$ cat src/rtl/load_store_unit_if.sv
// ---------------------------------------------------------------------------
// load_store_unit_if
//
// Purpose: bundles the core-side request/response handshake and the data
// memory / memory-mapped IO port of the load/store unit into one interface.
//
// Signals:
//   req_valid, req_write, req_funct3, req_addr, req_wdata  core request
//   busy, rdata_valid, rdata, fault                        core response
//   mem_address, mem_byteena, mem_data, mem_wren           memory request
//   mem_q                                                  memory read data
//
// Modports:
//   master  the load/store unit: it initiates every memory access
//   slave   the surrounding core and memory that the unit serves
// ---------------------------------------------------------------------------
interface load_store_unit_if;
  logic        req_valid;
  logic        req_write;
  logic [2:0]  req_funct3;
  logic [31:0] req_addr;
  logic [31:0] req_wdata;
  logic        busy;
  logic        rdata_valid;
  logic [31:0] rdata;
  logic        fault;
  logic [11:0] mem_address;
  logic [3:0]  mem_byteena;
  logic [31:0] mem_data;
  logic        mem_wren;
  logic [31:0] mem_q;

  modport master (
    input  req_valid, req_write, req_funct3, req_addr, req_wdata, mem_q,
    output busy, rdata_valid, rdata, fault,
           mem_address, mem_byteena, mem_data, mem_wren
  );

  modport slave (
    output req_valid, req_write, req_funct3, req_addr, req_wdata, mem_q,
    input  busy, rdata_valid, rdata, fault,
           mem_address, mem_byteena, mem_data, mem_wren
  );
endinterface

$ cat src/rtl/load_store_unit.sv
// ---------------------------------------------------------------------------
// load_store_unit
//
// Purpose: turns RV32I load/store requests from the execute stage into
// word-addressed memory accesses (byte enables, lane-replicated store data,
// write enable), waits out the read latency of the addressed region and
// returns an aligned, sign/zero-extended load result.
//
// Ports:
//   clock  rising-edge system clock
//   reset  synchronous, active-low reset
//   bus    load_store_unit_if.master: core request/response and memory port
//
// Parameters:
//   MEM_READ_LATENCY  read latency of RAM (word address bit 10 = 0)
//   IO_READ_LATENCY   read latency of IO reads (word address bit 10 = 1)
// ---------------------------------------------------------------------------
module load_store_unit #(
  parameter int MEM_READ_LATENCY = 1,
  parameter int IO_READ_LATENCY  = 2
) (
  input  logic             clock,
  input  logic             reset,
  load_store_unit_if.master bus
);

  localparam logic [0:0] IDLE = 1'b0;
  localparam logic [0:0] WAIT = 1'b1;

  localparam logic [3:0] MEM_CNT = 4'(MEM_READ_LATENCY - 1);
  localparam logic [3:0] IO_CNT  = 4'(IO_READ_LATENCY - 1);

  logic [0:0]  state_q, state_d;
  logic [3:0]  cnt_q, cnt_d;
  logic [13:0] addr_q, addr_d;
  logic [2:0]  funct3_q, funct3_d;
  logic [31:0] rdata_q, rdata_d;
  logic        rdata_valid_q, rdata_valid_d;
  logic        fault_q, fault_d;

  logic        req_legal_f3;
  logic        req_misaligned;
  logic        req_bad;
  logic [3:0]  st_byteena;
  logic [31:0] st_data;
  logic [7:0]  ld_byte;
  logic [15:0] ld_half;
  logic [31:0] ld_result;

  // Byte-address bits above the 16 KiB window play no part in decode.
  logic unused_addr_hi;
  assign unused_addr_hi = ^bus.req_addr[31:14];

  // funct3 low bits encode the access size (00 byte, 01 half, 10 word),
  // so alignment only needs those two bits.
  always_comb begin
    if (bus.req_write) begin
      req_legal_f3 = (bus.req_funct3 == 3'b000) || (bus.req_funct3 == 3'b001) ||
                     (bus.req_funct3 == 3'b010);
    end else begin
      req_legal_f3 = (bus.req_funct3 == 3'b000) || (bus.req_funct3 == 3'b001) ||
                     (bus.req_funct3 == 3'b010) || (bus.req_funct3 == 3'b100) ||
                     (bus.req_funct3 == 3'b101);
    end
    req_misaligned = ((bus.req_funct3[1:0] == 2'b01) && bus.req_addr[0]) ||
                     ((bus.req_funct3[1:0] == 2'b10) && (bus.req_addr[1:0] != 2'b00));
    req_bad = !req_legal_f3 || req_misaligned;
  end

  // Store data is replicated across all lanes so the byte enables alone
  // pick which lane the memory actually writes.
  always_comb begin
    case (bus.req_funct3[1:0])
      2'b00: begin
        st_byteena = 4'b0001 << bus.req_addr[1:0];
        st_data    = {4{bus.req_wdata[7:0]}};
      end
      2'b01: begin
        st_byteena = 4'b0011 << {bus.req_addr[1], 1'b0};
        st_data    = {2{bus.req_wdata[15:0]}};
      end
      default: begin
        st_byteena = 4'b1111;
        st_data    = bus.req_wdata;
      end
    endcase
  end

  // Lane selection uses the latched byte offset of the load in flight.
  always_comb begin
    ld_byte = bus.mem_q[{addr_q[1:0], 3'b000} +: 8];
    ld_half = bus.mem_q[{addr_q[1], 4'b0000} +: 16];
    case (funct3_q)
      3'b000:  ld_result = {{24{ld_byte[7]}}, ld_byte};
      3'b001:  ld_result = {{16{ld_half[15]}}, ld_half};
      3'b100:  ld_result = {24'd0, ld_byte};
      3'b101:  ld_result = {16'd0, ld_half};
      default: ld_result = bus.mem_q;
    endcase
  end

  // Memory port: in WAIT the latched address is replayed because the IO
  // read mux keys off the live address bit 10; in IDLE a request goes
  // straight through so the memory captures it on the request edge.
  always_comb begin
    bus.mem_address = 12'd0;
    bus.mem_byteena = 4'b0000;
    bus.mem_data    = 32'd0;
    bus.mem_wren    = 1'b0;
    if (state_q == WAIT) begin
      bus.mem_address = addr_q[13:2];
      bus.mem_byteena = 4'b1111;
    end else if (bus.req_valid) begin
      bus.mem_address = bus.req_addr[13:2];
      bus.mem_byteena = bus.req_write ? st_byteena : 4'b1111;
      bus.mem_data    = bus.req_write ? st_data : 32'd0;
      bus.mem_wren    = bus.req_write && !req_bad && reset;
    end
  end

  // Request acceptance and load wait sequencing. Stores and faulting
  // requests complete in IDLE; only legal loads enter WAIT.
  always_comb begin
    state_d       = state_q;
    cnt_d         = cnt_q;
    addr_d        = addr_q;
    funct3_d      = funct3_q;
    rdata_d       = rdata_q;
    rdata_valid_d = 1'b0;
    fault_d       = 1'b0;
    if (state_q == IDLE) begin
      if (bus.req_valid) begin
        if (req_bad) begin
          fault_d = 1'b1;
        end else if (!bus.req_write) begin
          addr_d   = bus.req_addr[13:0];
          funct3_d = bus.req_funct3;
          cnt_d    = bus.req_addr[12] ? IO_CNT : MEM_CNT;
          state_d  = WAIT;
        end
      end
    end else begin
      if (cnt_q == 4'd0) begin
        rdata_d       = ld_result;
        rdata_valid_d = 1'b1;
        state_d       = IDLE;
      end else begin
        cnt_d = cnt_q - 4'd1;
      end
    end
  end

  // Reset abandons any load in flight without producing a result.
  always_ff @(posedge clock) begin
    if (!reset) begin
      state_q       <= IDLE;
      cnt_q         <= 4'd0;
      addr_q        <= 14'd0;
      funct3_q      <= 3'd0;
      rdata_q       <= 32'd0;
      rdata_valid_q <= 1'b0;
      fault_q       <= 1'b0;
    end else begin
      state_q       <= state_d;
      cnt_q         <= cnt_d;
      addr_q        <= addr_d;
      funct3_q      <= funct3_d;
      rdata_q       <= rdata_d;
      rdata_valid_q <= rdata_valid_d;
      fault_q       <= fault_d;
    end
  end

  assign bus.busy        = (state_q == WAIT);
  assign bus.rdata_valid = rdata_valid_q;
  assign bus.rdata       = rdata_q;
  assign bus.fault       = fault_q;

endmodule

$ cat src/flat_wrapper.sv
// flat-port wrapper written by rule: the top's interface ports become plain ports
module load_store_unit_flat 
#(
  parameter int MEM_READ_LATENCY = 1,
  parameter int IO_READ_LATENCY  = 2
)
  (clock, reset, bus_req_valid, bus_req_write, bus_req_funct3, bus_req_addr, bus_req_wdata, bus_mem_q, bus_busy, bus_rdata_valid, bus_rdata, bus_fault, bus_mem_address, bus_mem_byteena, bus_mem_data, bus_mem_wren);
  load_store_unit_if bus_i ();
  input  logic clock;
  input  logic reset;
  input wire logic [$bits(bus_i.req_valid)-1:0] bus_req_valid;
  input wire logic [$bits(bus_i.req_write)-1:0] bus_req_write;
  input wire logic [$bits(bus_i.req_funct3)-1:0] bus_req_funct3;
  input wire logic [$bits(bus_i.req_addr)-1:0] bus_req_addr;
  input wire logic [$bits(bus_i.req_wdata)-1:0] bus_req_wdata;
  input wire logic [$bits(bus_i.mem_q)-1:0] bus_mem_q;
  output wire logic [$bits(bus_i.busy)-1:0] bus_busy;
  output wire logic [$bits(bus_i.rdata_valid)-1:0] bus_rdata_valid;
  output wire logic [$bits(bus_i.rdata)-1:0] bus_rdata;
  output wire logic [$bits(bus_i.fault)-1:0] bus_fault;
  output wire logic [$bits(bus_i.mem_address)-1:0] bus_mem_address;
  output wire logic [$bits(bus_i.mem_byteena)-1:0] bus_mem_byteena;
  output wire logic [$bits(bus_i.mem_data)-1:0] bus_mem_data;
  output wire logic [$bits(bus_i.mem_wren)-1:0] bus_mem_wren;
  assign bus_i.req_valid = bus_req_valid;
  assign bus_i.req_write = bus_req_write;
  assign bus_i.req_funct3 = bus_req_funct3;
  assign bus_i.req_addr = bus_req_addr;
  assign bus_i.req_wdata = bus_req_wdata;
  assign bus_i.mem_q = bus_mem_q;
  assign bus_busy = bus_i.busy;
  assign bus_rdata_valid = bus_i.rdata_valid;
  assign bus_rdata = bus_i.rdata;
  assign bus_fault = bus_i.fault;
  assign bus_mem_address = bus_i.mem_address;
  assign bus_mem_byteena = bus_i.mem_byteena;
  assign bus_mem_data = bus_i.mem_data;
  assign bus_mem_wren = bus_i.mem_wren;
  load_store_unit #(.MEM_READ_LATENCY(MEM_READ_LATENCY), .IO_READ_LATENCY(IO_READ_LATENCY)) u_core (.clock(clock), .reset(reset), .bus(bus_i));
endmodule
$ cat config.mk
export PLATFORM = sky130hd
export DESIGN_NAME = load_store_unit_flat
export DESIGN_NICKNAME = d
export VERILOG_FILES = /design/src/rtl/load_store_unit_if.sv /design/src/rtl/load_store_unit.sv /design/src/flat_wrapper.sv
export SDC_FILE = /design/constraint.sdc
export NUM_CORES = 1
export LEC_CHECK = 0
export ABC_AREA = 1
export CAP_MARGIN = 20
export CORE_MARGIN = 5
export CORE_UTILIZATION = 40
export CTS_CLUSTER_DIAMETER = 50
export DETAILED_ROUTE_END_ITERATION = 10
export GPL_ROUTABILITY_DRIVEN = 0
export PLACE_DENSITY = 0.81
export RECOVER_POWER = 25
export SYNTH_ARGS = -nofsm -noshare
export SYNTH_HDL_FRONTEND = slang
export SYNTH_SLANG_ARGS = --single-unit
$ cat constraint.sdc
create_clock -name clock -period 2.4 [get_ports clock]
set_clock_uncertainty 0.1 [all_clocks]
set_input_delay 0.72 -clock clock [delete_from_list [all_inputs] [get_ports clock]]
set_output_delay 0.72 -clock clock [all_outputs]
set_load 0.02 [all_outputs]
==> metrics.md, run 1 <==
| Metric | Value |
|---|---|
| Data required time at the worst endpoint | `roughly 1.6 ns` |
| Number of global-route vias before repair | `approximately 4.4k` |
| Depth of the CTS H-tree | `2` |
| Number of sinks on the clock net | `56` |
| Share of synthesized registers carrying an async set or reset | `0` |
| Total of flip-flops plus latches after synthesis | `56` |
| Root buffer selected by CTS | `sky130_fd_sc_hd__clkbuf_8` |
| DRT antenna net count | `0` |
| Type of the worst setup path | `primary input to output pin` |
| Number of maximum-capacitance violations | `0` |
| Part of the Yosys area used for sequential elements | `0.317` |
| Area of the multi-input gates | `0.00216 mm²` |
| Global-route congestion overflow total | `0` |
| Placed Cells | `approximately 830` |
| Non-filler instance count after layout | `838` |
| Unrepaired setup endpoints after global routing | `yes` |
| Cell Rows | `34` |
| Most used standard cells in the synthesized netlist | `sky130_fd_sc_hd__o21ai_0, sky130_fd_sc_hd__nand2_1, sky130_fd_sc_hd__a21oi_1` |
| Most repeated cell in the gate-level netlist after synthesis | `sky130_fd_sc_hd__o21ai_0` |
| Global-route usage over all layers | `0.223` |
| Most common flop cell mapped by yosys | `sky130_fd_sc_hd__dfxtp_1` |
| Count of flip-flops with a built-in enable after synthesis | `0` |
| Antenna diodes | `0` |
| Syn. warnings | `0` |
| Width of the die | `~100 µm` |
| NumNets Final | `~830` |
| HPWL reported at the end of detailed placement | `~9.5 mm` |
| Floorplan die height | `104 µm` |
| Filler Cells Inserted | `770` |
| Share of layout cells above drive strength 1 | `0.238` |
| Number of antenna violations at the first check in global routing | `0` |
| Leak Pwr | `2.60 nW` |
| Core footprint | `0.00868 mm²` |
| Detailed Route WL | `12.6 mm` |
| Share of the core filled with cells in the final layout | `0.655` |
| Library cell with the largest summed area after synthesis | `sky130_fd_sc_hd__dfxtp_1` |
| Vias per cell | `5.22` |
| Final Setup Violations | `0` |
| Starting DRC count in detailed routing | `237` |
| Min-delay worst type | `register to register` |
| Drt drc | `0` |
| Fraction of synthesized cell area taken by the top area cell type | `0.317` |
| Clk Latency, worst-skew pair | `0.31 ns` |
| Maximum vdd ir drop | `around 0.23 mV` |
| Slew HR | `0.601` |
| Achievable Freq | `0.418 GHz` |
| Max-slew violation count | `0` |
| Routed via count | `about 4.4k` |
| Area growth from synthesis to layout | `60.6%` |
| Maximum number of buffers from clock root to sink | `2` |
| Setup ws final | `0.00836 ns` |
| Hold bufs inserted after CTS | `0` |
| Initial core utilization | `0.408` |
| Kind of capture point of the worst setup path | `output pin` |
| Area contributors post-synth | `sky130_fd_sc_hd__dfxtp_1, sky130_fd_sc_hd__o21ai_0, sky130_fd_sc_hd__a21oi_1` |
| Pre-antenna DRT Iters | `5` |
| Outcome | `finished, final reports clean` |
| Critical Path Source Type | `primary input` |
| Final worst-path cycle share | `0.997` |
| CTS clk-pin slew, worst paths | `0.10 ns` |
| Storage element area | `0.00112 mm²` |
| Cell area power density | `418 mW/mm²` |
| First-pass GRT wire length | `20.5 mm` |
| Worst setup timing slack at the placement stage | `-1.04 ns` |
| Number of I/O pins | `187` |
| Post-synthesis cell count | `between 500 and 600` |
| Area after DPL | `0.00542 mm²` |
| Largest net degree at the start of global routing | `51` |
| CTS tree | `done` |
| Total die area | `0.0108 mm²` |
| Slew at the pin closest to its max-slew limit | `0.597 ns` |
| Total count of hold-check failures in the final report | `0` |
| Power after layout | `2.38 mW` |
| Syn avg cell area | `6.44 µm²` |
| Number of buffers created by CTS | `5` |
| Total non-filler cell area in the finished layout | `0.00569 mm²` |
| PortBufs | `approximately 170` |
| Distinct cells, synth | `33` |
| Critical path fanouts, max | `2` |
| Post-synth net total | `~660` |
| Final critical delay including setup and external delays | `2.39 ns` |
| Routed length per instance | `around 15 µm` |
| Signal arrival time at the worst endpoint | `1.57 ns` |
| Cell area after technology mapping | `0.00354 mm²` |
what timing repair did:
action / CTS / global route
endpoints found under the setup margin: 49 / 25
gates resized for setup: 330 / 31
setup buffers: 4 / 0
pin swaps: 6 / 6
gates cloned: 1 / 0
power by group:
| part | leakage, nW | switching [mW] | internal (mW) |
|---|---|---|---|
| logic | 2.09 | 0.420 | 0.349 |
| registers | 0.454 | 0.0166 | 0.960 |
| clock network | 0.0583 | 0.318 | 0.315 |
| total | 2.60 | 0.755 | 1.62 |
area by class of cell:
| cell class | instances | share of cell area |
|---|---|---|
| Tap cell | 108 | 0.0238 |
| Clock inverter | 3 | 0.00836 |
| Sequential cell | 56 | 0.197 |
| Inverter | 72 | 0.0497 |
| Clock buffer | 5 | 0.0121 |
| Multi-Input combinational cell | 389 | 0.379 |
| Timing Repair Buffer | 205 | 0.330 |
critical path, stage by stage:
cell and delay (ns):
sky130_fd_sc_hd__dlygate4sd2_1 0.31, sky130_fd_sc_hd__o22ai_2 0.13, sky130_fd_sc_hd__nor3_2 0.23, sky130_fd_sc_hd__buf_4 0.18
placed cells by master, fill, tap and decap left out, types with 3 or more instances in the layout:
cell,n
sky130_fd_sc_hd__o21bai_1,16
sky130_fd_sc_hd__nand2_2,6
sky130_fd_sc_hd__dlygate4sd2_1,11
sky130_fd_sc_hd__nor2_2,19
sky130_fd_sc_hd__nand2_4,3
sky130_fd_sc_hd__buf_6,11
sky130_fd_sc_hd__a21oi_2,8
sky130_fd_sc_hd__a21o_1,7
sky130_fd_sc_hd__inv_4,3
sky130_fd_sc_hd__nor2_1,30
sky130_fd_sc_hd__inv_2,7
sky130_fd_sc_hd__clkdlybuf4s50_1,95
sky130_fd_sc_hd__nand2_1,93
sky130_fd_sc_hd__nor3_1,3
sky130_fd_sc_hd__buf_2,20
sky130_fd_sc_hd__a21oi_1,65
sky130_fd_sc_hd__dlymetal6s2s_1,7
sky130_fd_sc_hd__buf_4,54
sky130_fd_sc_hd__dfxtp_1,56
sky130_fd_sc_hd__inv_1,61
sky130_fd_sc_hd__o21ai_2,6
sky130_fd_sc_hd__nand3_1,8
sky130_fd_sc_hd__o22ai_2,8
sky130_fd_sc_hd__nor2_4,5
sky130_fd_sc_hd__o21ai_1,5
sky130_fd_sc_hd__o21ai_0,90
sky130_fd_sc_hd__clkbuf_8,5
logic make-up (layout without fill, tap and decap cells):
| group | count (synthesis) | count (layout) | synth area share |
|---|---|---|---|
| xor gates and xnor gates | 1 | 1 | 0.00247 |
| and+or+nand+nor | 180 | 180 | 0.222 |
| AOI/OAI and AO/OA | 206 | 206 | 0.310 |
| adders and majority gates | 2 | 2 | 0.00707 |
| buffers and inverters | 105 | 285 | 0.141 |
| DFF | 56 | 56 | 0.317 |
flip-flops by register name, indices dropped and copies added (netlist names):
name,count
u_core.bus.rdata_valid,1
u_core.bus.fault,1
u_core.cnt_q,4
u_core.addr_q,14
u_core.bus.rdata,32
u_core.bus.busy,1
u_core.funct3_q,3
layer usage:
metal / track usage / share of wire
met5: 0 / 0
met4: 0.0981 / 0.034
met3: 0.0857 / 0.10
met2: 0.387 / 0.49
met1: 0.239 / 0.37
final timing paths:
check	from	to	slack (ns)	cells past startpoint
hold / removal	u_core.addr_q[4]$_SDFFE_PN0P_	u_core.addr_q[4]$_SDFFE_PN0P_	0.35	2
hold reg to reg	u_core.addr_q[4]$_SDFFE_PN0P_	u_core.addr_q[4]$_SDFFE_PN0P_	0.35	2
setup / recovery	bus_req_wdata[7]	bus_mem_data[15]	0.008	4
setup reg to reg	u_core.cnt_q[0]$_SDFFE_PN0P_	u_core.bus.rdata[3]$_SDFFE_PN0P_	0.48	7
metrics by stage:
stage	setup TNS, ns	hold slack, ns
after global routing	-0.0630	0.381
final	0	0.352
after global placement	-44.81	0.336
after detailed placement	-45.92	0.339
after floorplan	-0.0905	0.325
after CTS	0	0.355
Power figures use the tool's default switching activity.
==> inputs of run 2 (changes only) <==
==> constraint.sdc (replaced) <==
create_clock -name clock -period 2.3 [get_ports clock]
set_clock_uncertainty 0.1 [all_clocks]
set_input_delay 0.69 -clock clock [delete_from_list [all_inputs] [get_ports clock]]
set_output_delay 0.69 -clock clock [all_outputs]
set_load 0.02 [all_outputs]
==> run 2 against run 1 <==
  * The flow now finishes with violations (negative setup slack)
  * Largest cell class unchanged
  * Critical path type unchanged
  * Sequential power up 5%
  * Core utilization grew 3.9 points
  * Largest power group unchanged
  * Global-route usage up 0.24 points
  * Total power grew 3.0%
==> metrics.md, run 2 (synthesis results as in run 1) <==
| Metric | Value |
|---|---|
| Total die area | `0.0108 mm²` |
| NumNets Final | `about 850` |
| Min-delay worst type | `register to register` |
| Number of global-route vias before repair | `~4.5k` |
| Vias per cell | `5.31` |
| Violations in the final reports | `negative setup slack` |
| Depth of the CTS H-tree | `2` |
| Maximum number of buffers from clock root to sink | `2` |
| Most common cell after layout, fill and taps aside | `sky130_fd_sc_hd__nand2_1` |
| Pre-antenna DRT Iters | `6` |
| Critical path fanouts, max | `1` |
| Slowest stage delay, CP | `0.43 ns` |
| Data required time at the worst endpoint | `around 1.5 ns` |
| Routed length per instance | `16.1 µm` |
| Total negative slack | `-0.194 ns` |
| Setup ws final | `-0.0409 ns` |
| Series of cell instances along the critical path | `clkdlybuf4s50_1 > a21oi_1 > nor2_2 > buf_4` |
| Filler Cells Inserted | `695` |
| CTS clk-pin slew, worst paths | `0.09 ns` |
| Area growth from synthesis to layout | `70.3%` |
| Floorplan die height | `between 100 and 150 µm` |
| Kind of capture point of the worst setup path | `output pin` |
| Drt drc | `0` |
| Leak Pwr | `approximately 2.8 nW` |
| Core footprint | `0.00868 mm²` |
| DRT antenna net count | `0` |
| Critical Path Source Type | `primary input` |
| Number of buffers created by CTS | `5` |
| First-pass GRT wire length | `20.6 mm` |
| Area after DPL | `between 0.005 and 0.006 mm²` |
| Highest-count cells in the layout ignoring fill and taps | `sky130_fd_sc_hd__nand2_1, sky130_fd_sc_hd__o21ai_0, sky130_fd_sc_hd__clkdlybuf4s50_1, sky130_fd_sc_hd__a21oi_1, sky130_fd_sc_hd__inv_1` |
| Achievable Freq | `around 0.43 GHz` |
| Cell area power density | `406 mW/mm²` |
| Total non-filler cell area in the finished layout | `between 0.006 and 0.007 mm²` |
| Initial core utilization | `0.408` |
| Type of the worst setup path | `primary input to output pin` |
| Cell with the largest stage delay on the worst path | `sky130_fd_sc_hd__clkdlybuf4s50_1` |
| Largest net degree at the start of global routing | `51` |
| Hold bufs inserted after CTS | `0` |
| Global-route congestion overflow total | `0` |
| Number of antenna violations at the first check in global routing | `1` |
| Outcome | `finished, violations left` |
| Maximum vdd ir drop | `~0.24 mV` |
| Cell Rows | `34` |
| Signal arrival time at the worst endpoint | `1.55 ns` |
| Max-slew violation count | `0` |
| Clk Latency, worst-skew pair | `0.30 ns` |
| Width of the die | `roughly 100 µm` |
| HPWL reported at the end of detailed placement | `between 9 and 10 mm` |
| Number of I/O pins | `187` |
| Starting DRC count in detailed routing | `186` |
| Slew at the pin closest to its max-slew limit | `a little under 0.6 ns` |
| Detailed Route WL | `about 14 mm` |
| Routed via count | `approximately 4.5k` |
| Root buffer selected by CTS | `sky130_fd_sc_hd__clkbuf_8` |
| Number of maximum-capacitance violations | `0` |
| Unrepaired setup endpoints after global routing | `yes` |
| Flip-flop count of the largest register after layout | `32` |
| Global-route usage over all layers | `0.225` |
| CTS tree | `done` |
| Share of layout cells above drive strength 1 | `0.274` |
| Final worst-path cycle share | `1.02` |
| Number of sinks on the clock net | `56` |
| Final Setup Violations | `8` |
| PortBufs | `168` |
| Slew HR | `0.606` |
| Total count of hold-check failures in the final report | `0` |
| Final critical delay including setup and external delays | `2.34 ns` |
==> run 2: changes by cell type in the layout (fill, tap and decap cells not counted), sizes merged <==
| cell | delta |
|---|---|
| nand2 | +1 |
| dlygate4sd2 | -2 |
| bufinv | -1 |
| clkbuf | +3 |
| diode | +1 |
| dlymetal6s2s | +8 |
| clkdlybuf4s50 | -11 |
| clkdlybuf4s15 | +3 |
| clkinv | -2 |
| buf | +12 |
==> run 2: worst paths after layout <==
| path | to | cells after the start | slack [ns] | start |
|---|---|---|---|---|
| min reg2reg | u_core.addr_q[10]$_SDFFE_PN0P_ | 2 | 0.35 | u_core.addr_q[10]$_SDFFE_PN0P_ |
| min | u_core.addr_q[10]$_SDFFE_PN0P_ | 2 | 0.35 | u_core.addr_q[10]$_SDFFE_PN0P_ |
| max | bus_mem_data[18] | 4 | -0.04 | bus_req_wdata[18] |
| max reg2reg | u_core.bus.rdata[8]$_SDFFE_PN0P_ | 7 | 0.29 | u_core.cnt_q[0]$_SDFFE_PN0P_ |
==> run 2: power by group <==
part | leakage (nW) | total, mW | internal (mW) | switching [mW]
clock | 0.0455 | 0.550 | 0.247 | 0.303
sequential | 0.454 | 1.02 | 1.00 | 0.0198
combinational | 2.28 | 0.880 | 0.407 | 0.473
total | 2.78 | 2.45 | 1.65 | 0.796
==> run 2: cell type report <==
type | count | area, µm² | share of cell area
Multi-Input combinational cell | 390 | 2270 | 0.376
Timing Repair Buffer | 215 | 2120 | 0.351
Sequential cell | 56 | 1120 | 0.186
Inverter | 72 | 295 | 0.0490
Tap cell | 108 | 135 | 0.0224
Clock buffer | 8 | 90.1 | 0.0149
Antenna cell | 1 | 2.50 | 0.000415
==> run 2: stage by stage <==
step                power (mW)  setup WS [ns]  utilization  instances  hold WS, ns
floorplan                 1.43        -0.0853            -        550        0.325
global placement          1.81          -1.03        0.636        831        0.336
detailed placement        1.82          -1.05        0.636        831        0.343
CTS                       2.40      -0.000727        0.664        847        0.356
global route              2.58        -0.0941        0.695        850        0.388
finish                    2.45        -0.0409        0.695        850        0.351
==> run 2: critical path, delay by kind of cell <==
family          cells  cell delay (ns)
compound gates      1             0.22
buf+inv             2             0.59
simple gates        1             0.06
==> run 2: metal layers <==
| metal | part of all wire | global-route usage |
|---|---|---|
| met3 | 0.10 | 0.0826 |
| met2 | 0.50 | 0.399 |
| met1 | 0.36 | 0.237 |
| met5 | 0 | 0 |
| met4 | 0.042 | 0.0990 |
==> run 2: timing repair <==
action | CTS | global route
setup buffers | 6 | 1
cloned | 2 | 1
pin swaps | 8 | 16
gates resized for setup | 359 | 79
endpoints found under the setup margin | 49 | 43
==> variant 1, RTL diff (settings of run 2) <==
`addr_q` and `rdata_q` no longer have a reset.
--- a/src/rtl/load_store_unit.sv
+++ b/src/rtl/load_store_unit.sv
@@ -157,5 +157,3 @@
       cnt_q         <= 4'd0;
-      addr_q        <= 14'd0;
       funct3_q      <= 3'd0;
-      rdata_q       <= 32'd0;
       rdata_valid_q <= 1'b0;
@@ -165,5 +163,3 @@
       cnt_q         <= cnt_d;
-      addr_q        <= addr_d;
       funct3_q      <= funct3_d;
-      rdata_q       <= rdata_d;
       rdata_valid_q <= rdata_valid_d;
@@ -171,2 +167,7 @@
     end
+  end
+
+  always_ff @(posedge clock) begin
+    addr_q  <= addr_d;
+    rdata_q <= rdata_d;
   end
Behaviour: differs if reset is asserted again (counterexample within 4 cycles, from zero or initial values and one cycle with reset low); with reset held inactive, the same outputs for 10 cycles.
==> variant 1 against run 2 <==
  * Sequential cell count is the same
  * Routed wire length grew 1.6%
  * Synthesized cell count shrank 25%
  * Power grew 7.4%
  * Setup slack lost 0.077 ns
  * Die area shrank 6.8%
  * The run still ends with negative setup slack left
  * Cell area grew 3.6%
  * Register-to-register slack gained 0.33 ns
  * Synthesized area shrank 7.5%
==> variant 1: results <==
[run_status]
status = "finished, violations left"
violations = "negative setup slack"

[final_layout]
largest_reg_flops = 32
drive_above_1_share = 0.385
final_nets = 737

[sta]
final.setup.worst_slack_ns = -0.118
hold_slack_ns = 0.379
finalHoldViolCount = 0
setup_tns_ns = -1.28
finalSetupViolCount = 45
tightest_slew_ns = 0.410

[pwr]
power_frac_comb = 0.333
p_leak_nw = 2.60
ir_drop_mv = 0.249
p_sw_mw = 0.754
seq_power_share = 0.431
report.power.total_mw = 2.63

[global_routing]
grt_util_all_layers = 0.249
grt_pass1_wl_um = 19700
antenna_found_initial = 1
grt_max_degree = 33

[logic_synthesis]
yosys_warnings = 0
ys.flop_type = "edfxtp_1"
syn_inst = 410
yosysSeqAreaShare = 0.483
synth_cell_type_count = 35
yosys-top-cells-area = "edfxtp_1, nor2_1, nand2_1, dfxtp_1, a21oi_1"
synth_nets = 515
synth_edf_count = 46
synthArstFlopShare = 0
yosys-top-cells-count = "nor2_1, nand2_1, edfxtp_1"

[route]
drtIter0Drc = 237
viasPerCell = 5.42
wl_per_cell_um = 18.8
num_vias = 4005
dr.pass1.iters = 5

[place]
dpl.cell_count = 710
dpl_cell_area_um2 = 5430
dpl.hpwl_um = 9210
io_buffers = 168
dp_slack_ns = -1.05

[critical_path]
crit_start = "bus_req_funct3[1]"
crit_fanout = 8
reg2reg_from = "u_core.addr_q[1]$_DFFE_PP_"
reg2reg_slack_ns = 0.62
worstPathArrival_ns = 1.63

[clock_network]
clock_path_buffers = 2
h-tree-depth = 2
clkLatencyLatePin_ns = 0.30
cts-root-buf = "clkbuf_8"

[worst_hold_path]
hold_start = "u_core.funct3_q[2]$_SDFFE_PN0P_"
min_path_type = "flop to flop"
## variant 1: repair_timing
action | in CTS | in global routing
gates cloned | 2 | 2
resized for setup | 384 | 106
setup endpoints to repair | 49 | 69
pin swaps | 33 | 25
buffers inserted | 12 | 5
## variant 1: worst paths after layout
| kind | depth (start not counted) | end |
|---|---|---|
| worst max-delay path | 8 | bus_mem_data[29] |
| worst min-delay path | 2 | u_core.funct3_q[2]$_SDFFE_PN0P_ |
| worst max register to register | 7 | u_core.bus.rdata[28]$_DFFE_PP_ |
| worst min register to register | 2 | u_core.funct3_q[2]$_SDFFE_PN0P_ |
## variant 1: metal layers
layer	up-vias	wire, um	track usage
met3	57	1360	0.0817
li1	1832	-	-
met1	1863	4700	0.241
met5	-	0	0
met4	0	685	0.0964
met2	253	7170	0.483
## variant 1: cell type report
class / instances / area (um2)
repair buffers: 232 / 2320
multi-input cells: 294 / 1920
fillers: 516 / 1840
flip-flops and latches: 56 / 1580
inverters: 42 / 179
well taps: 105 / 131
clock buffers: 7 / 76.3
clock inverters: 1 / 30.0
repair inverters: 1 / 6.26
diodes: 1 / 2.50
## variant 1: cells by family (layout without fill, tap and decap cells)
kind of cell,after synthesis,after routing,synth area share
simple gates,188,188,0.243
compound gates,103,103,0.186
buf+inv,60,283,0.0783
flops,56,56,0.483
fa+ha+maj,2,2,0.00764
xor+xnor,1,1,0.00267
other cells,0,1,0
## variant 1: worst max-delay path, stage by stage
cell     delay (ns)
buf_12         0.11
inv_6          0.07
nand2_8        0.09
nor2_1         0.26
a21oi_4        0.08
o21ai_1        0.12
nor2_2         0.07
buf_6          0.13
==> variant 2, RTL diff (config.mk and constraints of run 2) <==
Without the edit above. Reset style: asynchronous (`reset`), changed in one clocked block. Comments in the files are not updated.
--- a/src/rtl/load_store_unit.sv
+++ b/src/rtl/load_store_unit.sv
@@ -153,3 +153,3 @@
   // Reset abandons any load in flight without producing a result.
-  always_ff @(posedge clock) begin
+  always_ff @(posedge clock or negedge reset) begin
     if (!reset) begin
Check against the original RTL: differs if reset is asserted again (counterexample within 4 cycles, from zero or initial values and one cycle with reset low); with reset held inactive, the same outputs for 10 cycles.
==> variant 2 against run 2 <==
  * The flow still finishes with violations (negative setup slack)
  * Setup slack worse by 0.12 ns
  * Routed wire length up 0.91%
  * First-iteration DRC count increased by 12%
  * Sequential cell count did not move
  * Critical path depth increased by 4
  * Synthesized area is 9.6% higher
  * Cell area rose by 6.6%
  * Die area grew 8.7%
Power is not compared: it rests on default switching activity, and its combinational part moved more than twofold at a synthesized area within 25%.
==> variant 2: results <==
[run_status]
status = "finished, violations left"
violations = "negative setup slack"

[route]
detail-route-antenna-nets = 0
dr.pass1.iters = 5
drtIter0Drc = 209
viasPerCell = 5.01
wl_per_cell_um = 15.2

[clock_network]
clkLatencyLatePin_ns = 0.31
path_clk_slew_ns = 0.11
cts_resized = 347
postCtsSetupBuffers = 6
cts_buffers = 5

[critical_path]
crit_start = "bus_req_funct3[1]"
r2r-end = "u_core.bus.rdata[7]$_DFFE_PN0P_"
reg2reg_slack_ns = 0.49
r2r_cells = 6
crit_fanout = 18
worstSetupEndpoint = "bus_mem_wren"
reg2reg_from = "u_core.cnt_q[0]$_DFFE_PN0P_"
worstPathArrival_ns = 1.67

[sta]
finalSetupViolCount = 21
final.setup.worst_slack_ns = -0.158
hold_slack_ns = 0.389
slew-limit-headroom = 0.543
setup_tns_ns = -1.33

[logic_synthesis]
synth_cell_type_count = 35
ys.flop_type = "dfrtp_1"
yosys-top-cells-count = "nand2_1, dfrtp_1, inv_1"
yosys-top-cells-area = "dfrtp_1, nand2_1, nand3_1, a21oi_1, inv_1"
synthArstFlopShare = 1.00
yosysSeqAreaShare = 0.361
yosys_warnings = 0
synth_nets = 674
syn_inst = 570

[global_routing]
grt_util_all_layers = 0.222
grt_pass1_wl_um = 21000
grt_pass1_vias = 4593
antenna_found_initial = 0
grt_max_degree = 57

[worst_hold_path]
hold_end = "u_core.bus.rdata[5]$_DFFE_PN0P_"
min_path_type = "flop to flop"
whs_path_depth = 2
hold_start = "u_core.bus.rdata[5]$_DFFE_PN0P_"

[place]
dp_slack_ns = -1.03
dpl_cell_area_um2 = 6050
dpl.hpwl_um = 10300
dpl.cell_count = 897

[final_layout]
final_nets = 883
layout.cells.non_filler = 913
drive_above_1_share = 0.324
diodes = 0
largest_reg_flops = 32
fillCellCount = 775

[pwr]
ir_drop_mv = 0.400
variant 2: changes by cell type after synthesis, moves of 11 or more:
cell | before | now
a21oi_1 | 73 | 43
or2_1 | 1 | 14
o21ai_0 | 99 | 29
or2_2 | 0 | 18
nand3_1 | 8 | 48
o21bai_1 | 16 | 1
dfxtp_1 | 56 | 0
nand2_1 | 96 | 159
o21ai_2 | 0 | 11
dfrtp_1 | 0 | 56
variant 2: cell families (layout without fill, tap and decap cells):
logic type / count (synthesis) / count (layout) / share of synthesized area
xor gates and xnor gates: 2 / 2 / 0.00451
buffers and inverters: 93 / 303 / 0.112
adders and majority gates: 1 / 1 / 0.00322
AOI/OAI and AO/OA: 102 / 102 / 0.151
DFF: 56 / 56 / 0.361
and+or+nand+nor: 316 / 316 / 0.368
variant 2: final cells by class:
type                            count  area (um2)  share of cell area
Clock buffer                        5        68.8              0.0107
Clock inverter                      3        25.0             0.00389
Inverter                           63         245              0.0382
Multi-Input combinational cell    421        2340               0.363
Sequential cell                    56        1400               0.218
Tap cell                          133         166              0.0259
Timing Repair Buffer              232        2180               0.340
variant 2: layer usage:
layer	routed length, um	share of wire	vias to the layer above	track usage
li1	-	-	2208	-
met1	5150	0.37	2109	0.245
met2	6850	0.50	220	0.399
met3	1440	0.10	33	0.0770
met4	391	0.028	0	0.0685
met5	0	0	-	0
variant 2: critical path, cell delays in order:
cell and delay, ns:
buf_8 0.10, inv_2 0.13, buf_12 0.18, nand2_1 0.10, nand2_2 0.10, nand3_2 0.08
nor2_1 0.12, buf_4 0.16
variant 2: power by group:
part	switching, mW	internal (mW)	leakage [nW]
combinational	1.94	1.61	2.46
sequential	0.272	1.42	0.672
clock	0.343	0.223	0.0452
total	2.56	3.25	3.18
